==> config.mk <==
export PLATFORM = sky130hd
export DESIGN_NAME = u_idu_instqueue
export DESIGN_NICKNAME = d
export VERILOG_FILES = /design/src/rtl/idu_pkg.sv /design/src/rtl/u_idu_instq_compact.sv /design/src/rtl/u_idu_instqueue.sv
export SDC_FILE = /design/constraint.sdc
export NUM_CORES = 1
export LEC_CHECK = 0
export CAP_MARGIN = 20
export CORE_MARGIN = 1
export CORE_UTILIZATION = 40
export CTS_CLUSTER_DIAMETER = 80
export DETAILED_ROUTE_END_ITERATION = 7
export GPL_ROUTABILITY_DRIVEN = 0
export SYNTH_ARGS = -nofsm -noshare
export SYNTH_HDL_FRONTEND = slang
export SYNTH_HIERARCHICAL = 1
export SYNTH_SLANG_ARGS = --single-unit
==> constraint.sdc <==
create_clock -name clk -period 6.83 [get_ports clk]
set_input_delay 1.366 -clock clk [delete_from_list [all_inputs] [get_ports clk]]
set_output_delay 1.366 -clock clk [all_outputs]
set_load 0.01 [all_outputs]
==> src/rtl/idu_pkg.sv <==
// -----------------------------------------------------------------------------
// idu_pkg
//   Shared definitions for the IDU instruction queue:
//     - default DEPTH / FETCH_W / DISPATCH_W constants
//     - popcount()      : number of set bits in a lane mask
//     - leading_ones()  : length of the unbroken run of ones starting at bit 0
//   Both helpers take a VEC_MAX-bit vector; callers zero-extend their narrower
//   lane masks, so the zero padding never contributes to either result.
// -----------------------------------------------------------------------------
package idu_pkg;

  localparam int unsigned INSTQ_DEPTH_DEF = 8;
  localparam int unsigned FETCH_W_DEF     = 2;
  localparam int unsigned DISPATCH_W_DEF  = 2;

  // Widest lane mask the helpers accept.
  localparam int unsigned VEC_MAX = 32;

  function automatic int unsigned popcount(input logic [VEC_MAX-1:0] v);
    int unsigned n;
    n = 0;
    for (int i = 0; i < VEC_MAX; i++) begin
      n = n + 32'(v[i]);
    end
    return n;
  endfunction

  // Counts consecutive ones from bit 0; everything after the first zero is
  // ignored, so 2'b10 yields 0 and 2'b11 yields 2.
  function automatic int unsigned leading_ones(input logic [VEC_MAX-1:0] v);
    int unsigned n;
    logic        run;
    n   = 0;
    run = 1'b1;
    for (int i = 0; i < VEC_MAX; i++) begin
      run = run & v[i];
      n   = n + 32'(run);
    end
    return n;
  endfunction

endpackage

==> src/rtl/u_idu_instq_compact.sv <==
// -----------------------------------------------------------------------------
// u_idu_instq_compact
//   Purely combinational fetch-lane compactor. Each set lane of lane_vld is
//   given a write offset equal to the number of set lanes below it, so the
//   k-th valid instruction lands at wr_ptr+k with no holes in the queue.
//
// Ports
//   lane_vld  in   FETCH_W            per-lane fetch-valid mask (any pattern)
//   lane_en   out  FETCH_W            lane i is written this cycle
//   lane_off  out  FETCH_W x OFF_W    write offset of lane i from wr_ptr
//   push_cnt  out  CNT_W              number of lanes written (popcount)
// -----------------------------------------------------------------------------
module u_idu_instq_compact
  import idu_pkg::*;
#(
  parameter int unsigned FETCH_W = FETCH_W_DEF,
  parameter int unsigned OFF_W   = (FETCH_W > 1) ? $clog2(FETCH_W) : 1,
  parameter int unsigned CNT_W   = $clog2(FETCH_W + 1)
) (
  input  logic [FETCH_W-1:0]            lane_vld,
  output logic [FETCH_W-1:0]            lane_en,
  output logic [FETCH_W-1:0][OFF_W-1:0] lane_off,
  output logic [CNT_W-1:0]              push_cnt
);

  logic [CNT_W-1:0] run;

  assign lane_en  = lane_vld;
  assign push_cnt = CNT_W'(popcount(VEC_MAX'(lane_vld)));

  // NOTE: 'run' is a running sum inside one combinational pass, so it must use
  // blocking assignments and be given a value before the loop reads it.
  always_comb begin
    run      = '0;
    lane_off = '0;
    for (int j = 0; j < FETCH_W; j++) begin
      // Only meaningful for set lanes, where run <= FETCH_W-1 fits in OFF_W.
      lane_off[j] = OFF_W'(run);
      run         = run + CNT_W'(lane_vld[j]);
    end
  end

endmodule

==> src/rtl/u_idu_instqueue.sv <==
// -----------------------------------------------------------------------------
// u_idu_instqueue
//   Circular instruction FIFO between the IFU fetch pipe and the IDU
//   dispatcher. Valid fetch lanes are compacted on write, the dispatcher
//   consumes an in-order prefix of the head lanes, and the whole queue is
//   emptied on a BRU redirect or an exception/WFI seen by the dispatcher.
//
// Parameters
//   DEPTH       entry count, power of two, >= max(FETCH_W, DISPATCH_W), >= 2
//   FETCH_W     instructions offered per fetch cycle
//   DISPATCH_W  instructions presented to the dispatcher per cycle
//   INST_W      instruction width (default `INST_WIDTH)
//   PC_W        PC width          (default `PC_WIDTH)
//
// Ports
//   clk, rst_n                        clock, synchronous active-low reset
//   ifu_idu_fetch_vld                 fetch group valid
//   fetch_lane_vld  [FETCH_W]         per-lane valid mask
//   inst_in/pc_in/unalign_pc_in       fetch lanes, lane 0 oldest
//   idu_ifu_instq_full                free entries < FETCH_W
//   instq_occupancy                   valid entry count
//   dispatch_vld    [DISPATCH_W]      dispatcher consumes head lane i
//   bru_flush                         branch redirect flush
//   dispatcher_detect_exceptions_wfi  exception/WFI flush
//   inst_vld/inst_out/pc_out/unalign_pc_out  head lanes, lane 0 oldest;
//                                     data is zero on invalid lanes
//   instq_stall_cnt [32]              only with INSTQ_PERF_CNT_EN: saturating
//                                     count of cycles fetch was held off by full
//
// Build option
//   INSTQ_PERF_CNT_EN  adds the stall counter and its output port.
// -----------------------------------------------------------------------------
`ifndef INST_WIDTH
`define INST_WIDTH 32
`endif
`ifndef PC_WIDTH
`define PC_WIDTH 32
`endif

module u_idu_instqueue
  import idu_pkg::*;
#(
  parameter int unsigned DEPTH      = INSTQ_DEPTH_DEF,
  parameter int unsigned FETCH_W    = FETCH_W_DEF,
  parameter int unsigned DISPATCH_W = DISPATCH_W_DEF,
  parameter int unsigned INST_W     = `INST_WIDTH,
  parameter int unsigned PC_W       = `PC_WIDTH
) (
  input  logic                                 clk,
  input  logic                                 rst_n,
  // fetch side
  input  logic                                 ifu_idu_fetch_vld,
  input  logic [FETCH_W-1:0]                   fetch_lane_vld,
  input  logic [FETCH_W-1:0][INST_W-1:0]       inst_in,
  input  logic [FETCH_W-1:0][PC_W-1:0]         pc_in,
  input  logic [FETCH_W-1:0]                   unalign_pc_in,
  output logic                                 idu_ifu_instq_full,
  output logic [$clog2(DEPTH+1)-1:0]           instq_occupancy,
  // dispatch side
  input  logic [DISPATCH_W-1:0]                dispatch_vld,
  input  logic                                 bru_flush,
  input  logic                                 dispatcher_detect_exceptions_wfi,
`ifdef INSTQ_PERF_CNT_EN
  output logic [31:0]                          instq_stall_cnt,
`endif
  output logic [DISPATCH_W-1:0]                inst_vld,
  output logic [DISPATCH_W-1:0][INST_W-1:0]    inst_out,
  output logic [DISPATCH_W-1:0][PC_W-1:0]      pc_out,
  output logic [DISPATCH_W-1:0]                unalign_pc_out
);

  localparam int unsigned PTR_W = $clog2(DEPTH);
  localparam int unsigned CNT_W = $clog2(DEPTH + 1);
  localparam int unsigned FC_W  = $clog2(FETCH_W + 1);
  localparam int unsigned DC_W  = $clog2(DISPATCH_W + 1);
  localparam int unsigned OFF_W = (FETCH_W > 1) ? $clog2(FETCH_W) : 1;

  typedef struct packed {
    logic [INST_W-1:0] inst;
    logic [PC_W-1:0]   pc;
    logic              unalign;
  } entry_t;

  // ---------------------------------------------------------------------------
  // State
  // ---------------------------------------------------------------------------
  logic [PTR_W-1:0] rd_ptr;
  logic [PTR_W-1:0] wr_ptr;
  logic [CNT_W-1:0] count;
  entry_t           mem [DEPTH];

  // ---------------------------------------------------------------------------
  // Control
  // ---------------------------------------------------------------------------
  logic                            flush;
  logic                            do_push;
  logic [CNT_W-1:0]                free_cnt;
  logic [FETCH_W-1:0]              lane_en;
  logic [FETCH_W-1:0][OFF_W-1:0]   lane_off;
  logic [FC_W-1:0]                 push_cnt;
  logic [FC_W-1:0]                 push_acc;
  logic [DC_W-1:0]                 pop_cnt;

  assign flush    = bru_flush | dispatcher_detect_exceptions_wfi;

  // Full looks at the current count only; room freed by a same-cycle pop is
  // not credited until the next cycle, which keeps full off the dispatch path.
  assign free_cnt           = CNT_W'(DEPTH) - count;
  assign idu_ifu_instq_full = free_cnt < CNT_W'(FETCH_W);
  assign instq_occupancy    = count;

  // A group offered while full is dropped; the IFU holds and re-offers it.
  assign do_push  = ifu_idu_fetch_vld & ~idu_ifu_instq_full & ~flush;
  assign push_acc = do_push ? push_cnt : '0;

  // Only an unbroken prefix of consumed valid lanes leaves the queue.
  assign pop_cnt  = DC_W'(leading_ones(VEC_MAX'(dispatch_vld & inst_vld)));

  u_idu_instq_compact #(
    .FETCH_W (FETCH_W),
    .OFF_W   (OFF_W),
    .CNT_W   (FC_W)
  ) u_compact (
    .lane_vld (fetch_lane_vld),
    .lane_en  (lane_en),
    .lane_off (lane_off),
    .push_cnt (push_cnt)
  );

  // ---------------------------------------------------------------------------
  // Pointers and count. Reset and flush are the same action: an empty queue
  // with both pointers at entry 0; any push or pop that cycle is discarded.
  // ---------------------------------------------------------------------------
  // NOTE: rst_n is tested inside the clocked block only, making it a
  // synchronous reset; it is deliberately absent from the sensitivity list.
  always_ff @(posedge clk) begin
    if (!rst_n || flush) begin
      rd_ptr <= '0;
      wr_ptr <= '0;
      count  <= '0;
    end else begin
      // Pointers are exactly log2(DEPTH) bits, so they wrap modulo DEPTH.
      rd_ptr <= rd_ptr + PTR_W'(pop_cnt);
      wr_ptr <= wr_ptr + PTR_W'(push_acc);
      count  <= count + CNT_W'(push_acc) - CNT_W'(pop_cnt);
    end
  end

  // ---------------------------------------------------------------------------
  // Storage write: compacted lanes land at consecutive entries from wr_ptr.
  // ---------------------------------------------------------------------------
  // NOTE: the entry array has no reset; entries are only observable once
  // count covers them, so clearing them would buy nothing.
  always_ff @(posedge clk) begin
    for (int j = 0; j < FETCH_W; j++) begin
      if (do_push && lane_en[j]) begin
        mem[wr_ptr + PTR_W'(lane_off[j])] <= '{
          inst:    inst_in[j],
          pc:      pc_in[j],
          unalign: unalign_pc_in[j]
        };
      end
    end
  end

  // ---------------------------------------------------------------------------
  // Head lanes: lane i shows entry rd_ptr+i while count > i, zeros otherwise,
  // so stale storage never reaches the dispatcher.
  // ---------------------------------------------------------------------------
  always_comb begin
    inst_vld       = '0;
    inst_out       = '0;
    pc_out         = '0;
    unalign_pc_out = '0;
    for (int i = 0; i < DISPATCH_W; i++) begin
      if (count > CNT_W'(i)) begin
        inst_vld[i]       = 1'b1;
        inst_out[i]       = mem[rd_ptr + PTR_W'(i)].inst;
        pc_out[i]         = mem[rd_ptr + PTR_W'(i)].pc;
        unalign_pc_out[i] = mem[rd_ptr + PTR_W'(i)].unalign;
      end
    end
  end

`ifdef INSTQ_PERF_CNT_EN
  // ---------------------------------------------------------------------------
  // Stall counter: cycles in which fetch offered a group but the queue was
  // full. Survives flushes so it spans a whole run; saturates at all-ones.
  // ---------------------------------------------------------------------------
  always_ff @(posedge clk) begin
    if (!rst_n) begin
      instq_stall_cnt <= '0;
    end else if (ifu_idu_fetch_vld && idu_ifu_instq_full &&
                 (instq_stall_cnt != '1)) begin
      instq_stall_cnt <= instq_stall_cnt + 32'd1;
    end
  end
`endif

endmodule

### Yosys cells after proc, flatten, opt, wreduce, memory -nomap -nowiden

Memory sizes are Yosys's and may differ from the RTL's. A register that Yosys moved wholly into a read port is not among the register bits.
Index checks and enable logic that the tools add are counted.

| storage, ports and cells | value |
|---|---|
| flip-flop bits (word level) | 10 |
| bits in writable memories | 520 |
| output and inout port bits | 137 |
| word-level logic and storage cells | 101 |
| memories kept | 1 |

| cells by class | value |
|---|---|
| add/subtract/negate cells | 39 |
| magnitude comparators | 3 |
| muxes and demuxes | 14 |
| bitwise operators | 37 |
| reductions and logical operators | 4 |

Memory list:

| memory | words | width | rd ports | clocked after memory_dff | write ports | RTL line | source |
|---|---|---|---|---|---|---|---|
| mem | 8 | 65 | 2 | 1 | 2 | u_idu_instqueue.sv:90 | `entry_t mem [DEPTH];` |

Operators with widths:

| cell | number |
|---|---|
| $mux 32 | 4 |
| $add 2x1->2 | 30 |
| $and 1x1->1 const B | 30 |
| $gt 4x1->1 const B | 2 |
| $mux 1 | 8 |
| $add 3x2->3 | 2 |
| $add 1x1->2 | 2 |
| $add 4x2->4 | 1 |
| $lt 4x2->1 const B | 1 |
| $sub 4x2->4 | 1 |
| $sub 4x4->4 const A | 1 |
| $add 3x1->3 | 1 |
| $add 3x1->3 const B | 1 |
| $and 1x1->1 | 3 |
| $mux 3 | 1 |
| $and 2x2->2 | 1 |
| $logic_and 1x1->1 | 2 |
| $mux 2 | 1 |
| $not 1->1 | 2 |
| $logic_not 1->1 | 1 |
| $logic_or 1x1->1 | 1 |
| $or 1x1->1 | 1 |

### Longest topological paths before layout

Gate-level depths: netlist of the first run.

| logic depth | value |
|---|---|
| word-level depth | 37 |
| mapped depth | 14 |
| mapped depth without buffers | 14 |

### Hierarchy

Netlist of the first run, hierarchy kept.

Modules (own cells, without submodules):

| module | times used | cells each | area an instance (um^2) |
|---|---|---|---|
| u_idu_instqueue | 1 | 1,896 | 31,106.1 |
| u_idu_instq_compact | 1 | 6 | 46.3 |

### Worst setup path after synthesis of the first run

Ideal clock, no wire load.

| timing | value |
|---|---|
| kind | in2reg |
| start | input fetch_lane_vld[0] |
| end | memory mem[0][0] (netlist name), enable pin |
| setup time | 488 ps |
| arrival | 5,198 ps |
| data required time | 6,342 ps |
| path slack | 1,144 ps |
| cell stages on the path | 6 |
| cell sequence | buf_4 ha_1 ha_1 nor3_1 a22oi_1 nor2_1 |

RTL lines:

| what | RTL line | source |
|---|---|---|
| from (decl) | u_idu_instqueue.sv:53 | `input logic [FETCH_W-1:0] fetch_lane_vld,` |
| to (decl) | u_idu_instqueue.sv:90 |  |

==> run_results.csv, run 1 <==
group,metric,value,unit
outcome,status,"finished clean",
cts,cts_tree,"done",
cts,cts.path.max_buffers,3,
grt,groute.usage.overall,0.226,
worst_setup_path,timing.critical_path.cells,"ha_4 -> buf_4 -> mux4_2 -> nand2_1 -> a21oi_1 -> clkdlybuf4s50_1",
floorplan,core_area,76500,um^2
placed_design,io_buffers,275,
synth,share_of_the_synthesized_area_in_compound_gates_ao_oa_aoi_oai,0.0137,
power,power_switching_share,0.218,
worst_setup_path,timing.reg2reg.setup_slack,2990,ps
power,ir_drop,0.187,mV
synth,synth_flop_cell,"sky130_fd_sc_hd__edfxtp_1",
cts,cts_buffers,60,
grt,first_pass_grt_wire_length,131,mm
cells_and_area,final_cells,3202,
synth,number_of_synthesized_flops_with_an_enable_pin,520,
placed_design,post-place-ws,1820,ps
worst_setup_path,gate_family_responsible_for_the_most_delay_along_the_worst_path,"buffers and inverters",
synth,synth_nets,2061,
worst_setup_path,worst-path-stages,6,
synth,synthMuxAreaShare,0.398,
cells_and_area,multiInputGateArea,14400,um^2
floorplan,die-area,79000,um^2
sta,grt_setup_unrepaired,"no",
drt,viasPerCell,5.89,
power,total_switching_power,1.58,mW
cts,cts.root.buffer_cell,"sky130_fd_sc_hd__clkbuf_16",
synth,post_synth_fa_ha_maj_area_fraction,0.00900,
drt,first_pass_iters,7,
synth,combinational_family_with_the_most_area_after_synthesis,"multiplexers",
sta,max_freq,185,MHz
sta,timing.final.setup_violations,0,
synth,synth_sequential_area_ratio,0.508,
drt,drc,0,
drt,dr_total_vias,18800,
worst_setup_path,criticalPathCategory,"reg -> out",
worst_setup_path,worst-path-max-fanout,38,
worst_setup_path,worst-endpoint-arrival,4030,ps
sta,timing.final.crit_share,0.791,
grt,antenna_violations_before_repair,13,
worst_setup_path,cells_on_worst_reg2reg_path,14,
worst_setup_path,required_time_of_the_critical_path,5460,ps
floorplan,die_h,281,um
cts,insertion_delay,640,ps
worst_setup_path,path_buf_inv,2,
synth,synthArstFlopShare,0,
synth,synth_xor_xnor_area_share,0.00329,
cells_and_area,nNetsFinal,2278,
cts,holdBufCountCts,0,
sta,hold-worst-slack,665,ps
synth,post_synth_num_cell_types,41,
cells_and_area,regArea,15800,um^2
floorplan,ios,276,
floorplan,placement_rows,101,
synth,yosys_register_bits,530,
cells_and_area,post_route_cells_drive_above_1_share,0.410,
power,cellInternalPower,5.66,mW
grt,number_of_global_route_vias_before_repair,20300,
synth,post_synth_instance_area,31200,um^2
worst_setup_path,worst_r2r_endpoint,"instq_occupancy[3]",
hold_path,min_path_type,"reg -> reg",
worst_setup_path,crit_path_top_delay_cell,"sky130_fd_sc_hd__ha_4",
sta,timing_worst_slew_pin_value,1110,ps
synth,postSynthCellCount,1902,
sta,timing.final.ws_setup,1430,ps
grt,grt_max_degree,141,
hold_path,worstHoldPathCells,2,
worst_setup_path,crit-reg2reg-launch,"instq_occupancy[1]",
floorplan,start_util,0.407,
power,leakage,11.4,nW
cts,clkSlewWorstSetupHoldPaths,60,ps
drt,number_of_antenna_violating_nets_in_the_routed_design,0,
cts,post_cts_resize_count,0,
power,seq_power_share,0.498,
grt,remaining_overflow_grt,0,
cts,cts_post_setup_buffers_inserted,0,
placed_design,place.detailed.instances,3086,
worst_setup_path,critPathLaunchType,"flip-flop",
power,combPwrFrac,0.073,
placed_design,dpl.hpwl,52.1,mm
cells_and_area,area_growth_syn_to_fin,17.5,%
floorplan,die_boundary_width,281,um
synth,yosys_warnings,6,
synth,synth_simple_gate_area_share,0.0331,
sta,final-hold-violation-count,0,
sta,slew-limit-headroom,0.261,
worst_setup_path,critical_path_capture_point_type,"primary output",
drt,routed_wire_length_per_instance,27.8,um
drt,routed_wirelength,89.1,mm
sta,report.final.slew_viol_count,0,
cells_and_area,num-fill-cells,6521,
synth,postSynthAreaPerCell,16.4,um^2
cts,clock_sink_count,530,
hold_path,hold_endpoint,"wr_ptr[2]",
worst_setup_path,crit_path_max_incr_delay,820,ps
power,p_per_area,198,nW/um^2
cts,cts.htree.levels,2,
hold_path,launch_instance_of_the_worst_min_delay_path,"wr_ptr[2]",
sta,timing.final.crit_period,5400,ps
flow_run,number_of_maximum_capacitance_violations,0,
sta,sum_neg_setup_slack,0,ps
power,clock_power_share,0.429,
sta,timing.clock.skew,32.3,ps
drt,detail_route.iter0.violations,1262,
power,power.total,7.24,mW
==> through the flow <==
step / cell area [um^2] / util
2_1_floorplan: 31200 / -
3_3_place_gp: 34700 / 0.454
3_5_place_dp: 34700 / 0.454
4_1_cts: 36600 / 0.479
5_1_grt: 36600 / 0.479
6_report: 36600 / 0.479
==> metal layers <==
metal  part of all wire  track usage
met1               0.41        0.287
met5             0.0012            0
met3              0.048       0.0328
met4              0.024       0.0617
met2               0.52        0.399
==> cell usage after synthesis (5+ instances only) <==
cell type,number,area (um^2)
sky130_fd_sc_hd__edfxtp_1,520,15600
sky130_fd_sc_hd__mux2_2,471,5300
sky130_fd_sc_hd__mux4_2,260,5860
sky130_fd_sc_hd__nand2_1,133,499
sky130_fd_sc_hd__nor2_1,82,308
sky130_fd_sc_hd__a21oi_1,67,335
sky130_fd_sc_hd__mux2i_1,65,651
sky130_fd_sc_hd__buf_2,53,265
sky130_fd_sc_hd__buf_6,47,529
sky130_fd_sc_hd__mux2_1,40,450
sky130_fd_sc_hd__clkbuf_1,38,143
sky130_fd_sc_hd__ha_1,16,200
sky130_fd_sc_hd__inv_1,16,60.1
sky130_fd_sc_hd__buf_1,13,48.8
sky130_fd_sc_hd__dfxtp_1,10,200
sky130_fd_sc_hd__and3_1,9,56.3
sky130_fd_sc_hd__mux2_4,9,135
sky130_fd_sc_hd__nand3_2,7,70.1
sky130_fd_sc_hd__buf_4,6,45.0
sky130_fd_sc_hd__xnor2_1,5,43.8
==> sequential cells by signal (all words and copies together) (netlist names) <==
signal           cells
mem                520
instq_occupancy      4
rd_ptr               3
wr_ptr               3
==> cells in the final DEF (no fill, tap or decap), drive strengths merged, types with 6 or more instances in the layout <==
cell	instances
edfxtp	520
mux2	520
clkdlybuf4s50	275
mux4	260
nand2	133
clkbuf	83
nor2	82
a21oi	67
mux2i	65
buf	37
clkinv	22
inv	19
ha	16
dfxtp	10
and3	9
nand3	7
xnor2	6
==> cell families after synthesis <==
group / after synthesis
other: 1
muxes: 845
buffers and inverters: 174
xor gates and xnor gates: 10
AOI/OAI and AO/OA: 79
DFF: 530
and+or+nand+nor: 243
adders and majority gates: 20
==> power by group through the flow <==
stage / Combinational, mW / Sequential, mW / Clock [mW]
finish: 0.530 / 3.60 / 3.10
global route: 0.568 / 3.60 / 3.28
CTS: 0.532 / 3.60 / 3.16
detailed placement: 0.528 / 3.67 / 0
global placement: 0.515 / 3.67 / 0
floorplan: 0.261 / 3.67 / 0
==> tightest hold or removal path: stages (launching register included) <==
cell                      delay [ps]
sky130_fd_sc_hd__dfxtp_1         410
sky130_fd_sc_hd__xnor2_1         180
sky130_fd_sc_hd__nor2_1           40
==> worst max path at each step <==
stage                       from          to  slack [ps]
5_1_grt                rd_ptr[0]  pc_out[63]        1170
3_5_place_dp   fetch_lane_vld[0]  mem[0][29]        1820
2_1_floorplan  fetch_lane_vld[0]   mem[0][0]        1140
3_3_place_gp   fetch_lane_vld[0]  mem[2][44]        1920
4_1_cts                rd_ptr[0]  pc_out[63]        1320
6_report               rd_ptr[0]  pc_out[36]        1430
==> area by class of cell <==
cell class / count / area share
Antenna cell: 4 / 0.000273
Clock buffer: 83 / 0.0448
Clock inverter: 28 / 0.00601
Inverter: 17 / 0.00174
Multi-Input combinational cell: 1198 / 0.394
Sequential cell: 530 / 0.432
Tap cell: 1030 / 0.0352
Timing Repair Buffer: 312 / 0.0860
(Power assumes the default switching activity.)
==> inputs of run 2 (changes only) <==
==> constraint.sdc (replaced) <==
create_clock -name clk -period 4.6 [get_ports clk]
set_input_delay 0.92 -clock clk [delete_from_list [all_inputs] [get_ports clk]]
set_output_delay 0.92 -clock clk [all_outputs]
set_load 0.01 [all_outputs]
==> run 2 against run 1 <==
Utilization up 0.46 points. Final cell count grew 0.53%. Worst hold slack lost 13 ps. Largest cell class unchanged. Flip-flop and latch count unchanged. Highest routed layer unchanged.
==> run_results.csv, run 2 (synthesized netlist as in run 1, its figures left out) <==
group,metric,value,unit
outcome,status,"finished clean",
floorplan,ios,276,
placed_design,post-place-ws,599,ps
worst_setup_path,timing.reg2reg.setup_slack,1160,ps
floorplan,die_h,281,um
worst_setup_path,required_time_of_the_critical_path,3680,ps
cells_and_area,final_cell_mix,"sky130_fd_sc_hd__edfxtp_1, sky130_fd_sc_hd__mux2_2, sky130_fd_sc_hd__clkdlybuf4s50_1, sky130_fd_sc_hd__mux4_2, sky130_fd_sc_hd__nand2_1",
worst_setup_path,worst-path-max-fanout,43,
hold_path,min_path_type,"reg -> reg",
sta,slew-limit-headroom,0.370,
cells_and_area,largest_register_ff_count,520,
worst_setup_path,worst-endpoint-arrival,3470,ps
cts,cts_buffers,60,
cells_and_area,post_route_cells_drive_above_1_share,0.414,
drt,routed_wirelength,92.5,mm
hold_path,launch_instance_of_the_worst_min_delay_path,"wr_ptr[2]",
hold_path,hold_endpoint,"wr_ptr[2]",
drt,viasPerCell,5.91,
cts,cts_tree,"done",
sta,max_freq,228,MHz
sta,timing.final.crit_share,0.954,
sta,grt_setup_unrepaired,"no",
floorplan,start_util,0.407,
worst_setup_path,crit-reg2reg-launch,"instq_occupancy[0]",
cells_and_area,antenna_cells,0,
cts,clock_sink_count,530,
grt,groute.usage.overall,0.235,
cells_and_area,finish.utilization,0.484,
floorplan,die_boundary_width,281,um
power,p_per_area,290,nW/um^2
cts,cts_post_setup_buffers_inserted,0,
floorplan,placement_rows,101,
cells_and_area,num-fill-cells,6543,
worst_setup_path,critPathLaunchType,"flip-flop",
cts,post_cts_resize_count,0,
cells_and_area,nNetsFinal,2298,
worst_setup_path,worst_r2r_endpoint,"instq_occupancy[3]",
cells_and_area,layout.cells.most_common,"sky130_fd_sc_hd__edfxtp_1",
grt,number_of_global_route_vias_before_repair,20300,
cells_and_area,area_growth_syn_to_fin,18.7,%
cts,cts.htree.levels,2,
cts,cts.path.max_buffers,3,
sta,timing.final.ws_setup,212,ps
worst_setup_path,cells_on_worst_reg2reg_path,13,
placed_design,io_buffers,275,
grt,antenna_violations_before_repair,11,
placed_design,dpl.hpwl,52.7,mm
power,leakage,11.6,nW
sta,sum_neg_setup_slack,0,ps
grt,remaining_overflow_grt,0,
drt,first_pass_iters,5,
worst_setup_path,criticalPathCategory,"reg -> out",
drt,number_of_antenna_violating_nets_in_the_routed_design,0,
drt,drc,0,
cts,clkSlewWorstSetupHoldPaths,60,ps
sta,report.final.slew_viol_count,0,
floorplan,die-area,79000,um^2
hold_path,worstHoldPathCells,2,
drt,dr_total_vias,19000,
worst_setup_path,critical_path_capture_point_type,"primary output",
sta,timing.final.crit_period,4390,ps
cts,holdBufCountCts,0,
floorplan,core_area,76500,um^2
cts,insertion_delay,640,ps
cts,cts.root.buffer_cell,"sky130_fd_sc_hd__clkbuf_16",
drt,routed_wire_length_per_instance,28.7,um
grt,grt_max_degree,132,
placed_design,dpl_cell_area,35100,um^2
sta,timing.final.setup_violations,0,
power,power.total,10.7,mW
power,ir_drop,0.249,mV
sta,timing.clock.skew,19.8,ps
sta,final-hold-violation-count,0,
sta,timing_worst_slew_pin_value,945,ps
flow_run,number_of_maximum_capacitance_violations,0,
drt,detail_route.iter0.violations,1633,
cells_and_area,final_area,37000,um^2
grt,first_pass_grt_wire_length,135,mm
-- run 2: cell types whose count changed in the layout (fill, tap and decap cells not counted), moves of 2 or more --
cell,delta
sky130_fd_sc_hd__buf_12,+18
sky130_fd_sc_hd__clkinv_1,+5
sky130_fd_sc_hd__diode_2,-4
sky130_fd_sc_hd__buf_4,+3
sky130_fd_sc_hd__clkbuf_1,-2
sky130_fd_sc_hd__inv_6,-2
-- run 2: how the worst max path moves through the flow --
| stage | from | to | slack (ps) | depth (start not counted) |
|---|---|---|---|---|
| 3_5_place_dp | fetch_lane_vld[0] | mem[4][37] | 600 | 7 |
| 3_3_place_gp | fetch_lane_vld[0] | mem[4][35] | 670 | 7 |
| 5_1_grt | rd_ptr[0] | pc_out[36] | 50 | 6 |
| 6_report | rd_ptr[0] | pc_out[32] | 210 | 6 |
| 2_1_floorplan | fetch_lane_vld[0] | mem[0][0] | 440 | 6 |
| 4_1_cts | rd_ptr[0] | pc_out[36] | 160 | 6 |
-- run 2: where the power goes --
| part | switching (mW) | total (mW) | leakage, nW | internal [mW] |
|---|---|---|---|---|
| registers | 0.0133 | 5.35 | 4.77 | 5.34 |
| clock network | 2.01 | 4.58 | 0.906 | 2.57 |
| logic | 0.368 | 0.792 | 5.92 | 0.424 |
| total | 2.39 | 10.7 | 11.6 | 8.33 |
-- run 2: area by class of cell --
class                           count  area, um^2  share of cell area
Timing Repair Buffer              332        3520              0.0952
Tap cell                         1030        1290              0.0349
Clock buffer                       80        1620              0.0438
Multi-Input combinational cell   1198       14400               0.390
Clock inverter                     32         235             0.00636
Sequential cell                   530       15800               0.428
Inverter                           17        63.8             0.00173
-- run 2: worst max-delay path, stage by stage, from the launching register on --
cell                              delay, ps
sky130_fd_sc_hd__dfxtp_4                450
sky130_fd_sc_hd__ha_4                   500
sky130_fd_sc_hd__buf_12                 400
sky130_fd_sc_hd__mux4_2                 300
sky130_fd_sc_hd__nand2_1                 60
sky130_fd_sc_hd__a21oi_1                440
sky130_fd_sc_hd__clkdlybuf4s50_1        650
-- run 2: metrics by stage --
stage / hold WS (ps) / std cells
finish: 652 / 3219
global route: 677 / 3219
CTS: 654 / 3219
detailed placement: 646 / 3107
global placement: 645 / 3107
floorplan: 606 / 1902
-- run 2: routing by layer --
layer / GRT usage / vias to the layer above / part of all wire
li1: - / 8180 / -
met5: 0 / - / 0.0014
met3: 0.0416 / 135 / 0.061
met2: 0.413 / 612 / 0.51
met4: 0.0566 / 22 / 0.021
met1: 0.300 / 10100 / 0.40
